File: src/rtl/alu_cmd_pkg.sv
// Shared definitions for the ALU command initiator: state encoding and
// default parameter values.
package alu_cmd_pkg;

  localparam int NB_DATA_DEF        = 8;
  localparam int NB_OP_DEF          = 6;
  localparam int TIMEOUT_CYCLES_DEF = 1000;

  typedef enum logic [2:0] {
    IDLE     = 3'd0,
    SEND_OP  = 3'd1,
    SEND_A   = 3'd2,
    SEND_B   = 3'd3,
    WAIT_RES = 3'd4
  } state_t;

endpackage

File: src/rtl/alu_cmd_master.sv
// Command initiator: pushes opcode, A, B into the outgoing FIFO, then pops one
// result byte. Optional result-wait timeout enabled by ALU_CMD_MASTER_TIMEOUT_EN.
module alu_cmd_master
  import alu_cmd_pkg::*;
#(
  parameter int NB_DATA        = NB_DATA_DEF,
  parameter int NB_OP          = NB_OP_DEF,
  parameter int TIMEOUT_CYCLES = TIMEOUT_CYCLES_DEF
) (
  input  logic               i_clk,
  input  logic               i_reset,
  input  logic               i_start,
  input  logic [NB_OP-1:0]   i_op,
  input  logic [NB_DATA-1:0] i_data_a,
  input  logic [NB_DATA-1:0] i_data_b,
  output logic               o_busy,
  input  logic               i_tx_full,
  output logic               o_tx_write,
  output logic [NB_DATA-1:0] o_tx_writedata,
  input  logic               i_rx_empty,
  input  logic [NB_DATA-1:0] i_rx_readdata,
  output logic               o_rx_read,
  output logic [NB_DATA-1:0] o_result,
  output logic               o_result_valid,
  output logic               o_timeout
);

  if (NB_OP > NB_DATA || TIMEOUT_CYCLES < 1) begin : g_bad_params
    $error("alu_cmd_master: need NB_OP <= NB_DATA and TIMEOUT_CYCLES >= 1");
  end

  state_t             state;
  logic [NB_OP-1:0]   op_q;
  logic [NB_DATA-1:0] a_q;
  logic [NB_DATA-1:0] b_q;

  // Strobes are suppressed while reset is held so no FIFO side effect leaks out.
  assign o_busy = (state != IDLE) && !i_reset;

  always_comb begin
    // NOTE: every output gets a default first so no path leaves a latch behind.
    o_tx_write     = 1'b0;
    o_tx_writedata = '0;
    o_rx_read      = 1'b0;
    case (state)
      SEND_OP: begin
        o_tx_write     = !i_tx_full && !i_reset;
        o_tx_writedata = NB_DATA'(op_q);
      end
      SEND_A: begin
        o_tx_write     = !i_tx_full && !i_reset;
        o_tx_writedata = a_q;
      end
      SEND_B: begin
        o_tx_write     = !i_tx_full && !i_reset;
        o_tx_writedata = b_q;
      end
      WAIT_RES: o_rx_read = !i_rx_empty && !i_reset;
      default: ;
    endcase
  end

`ifdef ALU_CMD_MASTER_TIMEOUT_EN
  logic [15:0] wait_cnt;
`else
  assign o_timeout = 1'b0;
`endif

  // NOTE: state registers use non-blocking assignments so every flop samples
  // pre-edge values regardless of statement order.
  always_ff @(posedge i_clk) begin
    if (i_reset) begin
      state          <= IDLE;
      op_q           <= '0;
      a_q            <= '0;
      b_q            <= '0;
      o_result       <= '0;
      o_result_valid <= 1'b0;
`ifdef ALU_CMD_MASTER_TIMEOUT_EN
      wait_cnt       <= '0;
      o_timeout      <= 1'b0;
`endif
    end else begin
      o_result_valid <= 1'b0;
`ifdef ALU_CMD_MASTER_TIMEOUT_EN
      o_timeout      <= 1'b0;
`endif
      case (state)
        IDLE: if (i_start) begin
          op_q  <= i_op;
          a_q   <= i_data_a;
          b_q   <= i_data_b;
          state <= SEND_OP;
        end
        SEND_OP: if (!i_tx_full) state <= SEND_A;
        SEND_A:  if (!i_tx_full) state <= SEND_B;
        SEND_B: if (!i_tx_full) begin
          state <= WAIT_RES;
`ifdef ALU_CMD_MASTER_TIMEOUT_EN
          wait_cnt <= '0;
`endif
        end
        WAIT_RES: begin
          if (!i_rx_empty) begin
            o_result       <= i_rx_readdata;
            o_result_valid <= 1'b1;
            state          <= IDLE;
          end
`ifdef ALU_CMD_MASTER_TIMEOUT_EN
          else if (wait_cnt == 16'(TIMEOUT_CYCLES - 1)) begin
            o_timeout <= 1'b1;
            state     <= IDLE;
          end else begin
            wait_cnt <= wait_cnt + 16'd1;
          end
`endif
        end
        default: state <= IDLE;
      endcase
    end
  end

endmodule

File: config.mk
export PLATFORM = sky130hd
export DESIGN_NAME = alu_cmd_master
export DESIGN_NICKNAME = d
export VERILOG_FILES = /design/src/rtl/alu_cmd_pkg.sv /design/src/rtl/alu_cmd_master.sv
export SDC_FILE = /design/constraint.sdc
export NUM_CORES = 1
export LEC_CHECK = 0
export ABC_AREA = 1
export BUFFER_PORTS_ARGS = -buffer_cell sky130_fd_sc_hd__buf_2
export CAP_MARGIN = 20
export CORE_MARGIN = 4
export CORE_UTILIZATION = 53
export CTS_BUF_LIST = sky130_fd_sc_hd__clkbuf_8
export DETAILED_ROUTE_END_ITERATION = 6
export PLACE_DENSITY = 0.86
export SLEW_MARGIN = 15
export SYNTH_ARGS = -nofsm -noshare
export SYNTH_HDL_FRONTEND = slang
export SYNTH_SLANG_ARGS = --single-unit
File: constraint.sdc
create_clock -name i_clk -period 2.2 [get_ports i_clk]
set_input_delay 0.22 -clock i_clk [delete_from_list [all_inputs] [get_ports i_clk]]
set_output_delay 0.22 -clock i_clk [all_outputs]
set_load 0.02 [all_outputs]
==> After elaboration in Yosys (flattened, before gate mapping) <==
Cells that the tools add are included.
W data, S select, Z words.
{ "totals": {"register_bits": 34, "inputBits": 35} }
{ "classes": {"n_eq_ne": 9, "muxes": 10, "bitwise": 2, "reduce_logical": 13} }
{ "op_table": {"columns": ["cell", "n"], "rows": [
  ["$pmux W8 S3", 1],
  ["$mux W3", 5],
  ["$pmux W3 S5", 1],
  ["$ne A2 B2 Y1 const B", 5],
  ["$eq A3 B2 Y1 const B", 2],
  ["$reduce_and A5 Y1", 1],
  ["$reduce_and A2 Y1", 2],
  ["$eq A3 B1 Y1 const B", 1],
  ["$eq A3 B3 Y1 const B", 1],
  ["$logic_and A1 B1 Y1", 3],
  ["$logic_not A1 Y1", 3],
  ["$logic_not A3 Y1", 1],
  ["$mux W1", 3],
  ["$reduce_bool A3 Y1", 1],
  ["$reduce_or A3 Y1", 1],
  ["$not A1 Y1", 2],
  ["$reduce_or A2 Y1", 1]
]} }

==> Logic depth before layout (Yosys ltp) <==
{ "depth": {"word_depth": 3, "depth_mapped": 7, "ltp_nobuf": 7} }

==> Least setup slack after synthesis <==
Ideal clock, no wire load.
{ "synth_path": {"kind": "register to output", "from": "register state[0]", "to": "output o_rx_read", "arrival_time_ns": 1.124, "t_required_ns": 1.980, "setup_slack_ns": 0.856, "stages_incl_launch_ff": 5, "n_path_buf": 1, "cell_sequence": "dfxtp_1 -> nor2_1 -> nand3b_2 -> buf_2 -> nor2_1"} }
{ "synth_between": {"elab_chain_len": 2} }
{ "synth_lines": {"columns": ["element", "line_no", "source"], "rows": [
  ["start, declared", "alu_cmd_master.sv:32", "state_t state;"],
  ["start signal, assigned", "alu_cmd_master.sv:73", "state <= IDLE;"],
  ["start signal, assigned", "alu_cmd_master.sv:93", "state <= SEND_OP;"],
  ["start signal, assigned", "alu_cmd_master.sv:95", "SEND_OP: if (!i_tx_full) state <= SEND_A;"],
  ["$eq A3 B3 Y1", "alu_cmd_master.sv:45", "case (state)"],
  ["$mux W1", "alu_cmd_master.sv:45", null],
  ["end, declared", "alu_cmd_master.sv:22", "output logic o_rx_read,"]
]} }
No other way between the ends.

==> Final worst setup path <==
{ "layout_path": {"from": "register state[2]", "to": "output o_tx_writedata[3]"} }
{ "layout_between": {"elab_chain_len": 2, "word_cells_on_any_way": 4} }
{ "layout_lines": {"columns": ["element", "line_no", "source"], "rows": [
  ["$eq A3 B2 Y1 / $eq A3 B1 Y1 (equally long branches)", "alu_cmd_master.sv:45", null],
  ["$pmux W8 S3 (*)", "alu_cmd_master.sv:45", null],
  ["end, declared", "alu_cmd_master.sv:19", "output logic [NB_DATA-1:0] o_tx_writedata,"]
]} }
Mark *: on every way between the ends. The rest lies on a longest branch, timed or not.

==> flow_summary.json <==
{
  "leakage_uw": 0.000818,
  "layout_min_cycle_time_ps": 1820,
  "antenna_cells": 0,
  "setup_viol": 0,
  "cts_resized": 0,
  "synth-seq-cells": 34,
  "criticalPathCategory": "register to output port",
  "route.vias.total": 1315,
  "portBuffers": 54,
  "min_path_type": "primary input to register",
  "final_max_slew_viol_count": 0,
  "grt_start_max_net_pins": 45,
  "r2r_cells": 4,
  "cts_inserted_buffers": 5,
  "total_power_uw": 2080,
  "synth-compound-area-share": 0.274,
  "dp_hpwl_mm": 2.37,
  "htreeDepth": 2,
  "cp_cell_sequence": "inv_1 > nand3_1 > o221ai_1 > buf_2",
  "synth-simple-area-share": 0.108,
  "drt_wl_total_mm": 3.17,
  "multi_input_area_sq_um": 538,
  "die_area_sq_um": 3530,
  "r2r-end": "b_q[1]$_SDFFE_PP0P_",
  "grt_pass1_vias": 1203,
  "fp.dieH_microns": 59.4,
  "drc": 0,
  "rsz0062_at_grt": "false",
  "fin_tns_setup_ps": 0,
  "cp.required_ps": 1980,
  "synthesis.area_sq_um": 1400,
  "whs_ps": 177,
  "ys_types": 21,
  "worst_pin_slew_ps": 744,
  "grt_util_all_layers": 0.199,
  "fp.dieW_microns": 59.4,
  "nets": 269,
  "initial_core_util": 0.560,
  "timing.rr.start": "state[0]$_SDFFE_PP0P_",
  "core_region_area_sq_um": 2500,
  "clock_path_buffers": 2,
  "grt.overflow.total": 0,
  "synth_top_family_by_area": "compound AO/OA/AOI/OAI gates",
  "synthXorXnorAreaFrac": 0,
  "period_share": 0.828,
  "placed_area_sq_um": 1670,
  "timing.fmax_mhz": 549,
  "yosysWarnings": 0,
  "clock_latency_ps": 280,
  "cp_max_fo": 9,
  "syn_nets": 216,
  "grt_pass1_wl_mm": 5.11,
  "yosys.area.top_type_share": 0.487,
  "synthMuxAreaShare": 0,
  "synth_top_cell_by_area": "dfxtp_1",
  "rows": 18,
  "relSlewSlack": 0.504,
  "critical_path.endpoint_type": "output port",
  "gp_congestion": 0.834,
  "reg2reg_setup_slack_ps": 480,
  "io_pins": 56,
  "power_density_nw_per_um2": 1170,
  "clkTransAtPathRegs_ps": 60,
  "start_kind": "register",
  "netlist_top_cells_area": "dfxtp_1 (49%), a21oi_1 (11%), inv_1 (9.1%), o21ai_1 (6.4%), o21ai_0 (4.3%)",
  "critPathMaxStageDelay_ps": 380,
  "yosysSeqAreaShare": 0.487,
  "drt_iter0_markers": 103,
  "drive_gt1_frac": 0.286,
  "syn2layout_area_growth_pct": 27.1,
  "hold_start": "i_reset",
  "synthAdderAreaFrac": 0,
  "post_drt_wl_per_cell_microns": 12.0,
  "nFillCells": 230,
  "antenna_found_initial": 0,
  "fin_skew_ps": 4.84,
  "finalHoldViolCount": 0,
  "ff_latch_area_sq_um": 681,
  "stdcell_area_sq_um": 1780,
  "cts_root_buf": "clkbuf_8",
  "hold_depth": 2,
  "status": "completed",
  "post_cts_buffers": 0,
  "crit_slowest_cell": "dfxtp_1",
  "cp_data_arrival_time_ps": 1600,
  "first_pass_iters": 5,
  "vias_per_cell": 4.98,
  "clock-sinks": 34,
  "ctsHoldBuffers": 0,
  "max_cap_viol_count": 0,
  "drtAntennaViolNets": 0,
  "irDropWorstVdd_mv": 0.838,
  "cts_tree": "built",
  "min_to": "o_result_valid$_SDFF_PP0_",
  "synth.avg_cell_area_sq_um": 7.73,
  "synthesis.instances": 181
}
==> synthesized netlist by cell type <==
master / n
nor2_4: 1
clkbuf_1: 3
a21oi_1: 32
inv_1: 34
buf_4: 3
o21ai_1: 18
nand3b_2: 1
nor3_2: 1
conb_1: 1
o221ai_1: 6
o22ai_1: 2
nand3_2: 1
buf_2: 3
inv_2: 1
a211oi_1: 1
dfxtp_1: 34
o21ai_0: 12
nand3_1: 5
nor2_1: 7
nor3_1: 1
nand2_1: 14
==> report_power, final <==
part	switching, uW	total, uW	leakage (uW)	internal (uW)
sequential	73.3	833	0.000279	760
combinational	460	680	0.000481	220
clock	206	568	0.0000573	362
==> worst max-delay path by stage <==
stage	end	startpoint	slack, ps	cells after the start
after CTS	o_tx_writedata[3]	state[0]$_SDFFE_PP0P_	360	5
after global routing	o_tx_writedata[3]	state[2]$_SDFFE_PP0P_	210	4
after detailed placement	b_q[1]$_SDFFE_PP0P_	state[0]$_SDFFE_PP0P_	490	4
after global placement	b_q[2]$_SDFFE_PP0P_	state[0]$_SDFFE_PP0P_	550	4
after floorplan	o_rx_read	state[0]$_SDFFE_PP0P_	860	4
final	o_tx_writedata[3]	state[2]$_SDFFE_PP0P_	380	4
==> routing by layer <==
layer | up-vias | routed length, microns | global-route usage
met5 | - | 0 | 0
met4 | 0 | 53 | 0.0809
met3 | 6 | 261 | 0.0871
met2 | 41 | 1510 | 0.326
met1 | 563 | 1340 | 0.225
li1 | 705 | - | -
==> worst max-delay path: cells and delay by family (launching register included) <==
kind / cells / cell delay [ps]
buffers and inverters: 2 / 330
DFF: 1 / 380
AOI/OAI and AO/OA: 1 / 320
and+or+nand+nor: 1 / 290
==> placed cells by master (no fill, tap or decap), drive strengths merged <==
master and count:
dfxtp 34, nand3b 1, inv 35, bufinv 1, nand2 14, buf 55
nor3 2, a21oi 32, o21ai 30, nor2 8, conb 1, nand3 6
o22ai 2, clkbuf 6, a211oi 1, o221ai 6
==> cells by family (layout without fill, tap and decap cells) <==
kind of cell | Yosys count | count (layout)
simple gates | 31 | 31
flops | 34 | 34
buf+inv | 44 | 97
compound gates | 71 | 71
other cells | 1 | 1
==> registers in the layout, summed over array words and instances (netlist names) <==
register and count:
a_q 8, b_q 8, o_result 8, o_result_valid 1
op_q 6, state 3
==> through the flow <==
stage,worst slack (ps),cells,utilization
final,379,264,0.711
after CTS,360,264,0.711
after floorplan,856,181,-
after detailed placement,487,257,0.666
after global routing,210,264,0.711
after global placement,553,257,0.666
==> final cells by class <==
cell class,instances,area share
Tap cell,30,0.0211
Clock buffer,6,0.0464
Multi-Input combinational cell,103,0.303
Timing Repair Buffer,55,0.156
Inverter,35,0.0739
Sequential cell,34,0.383
Clock inverter,1,0.0169
(Power assumes the default switching activity.)
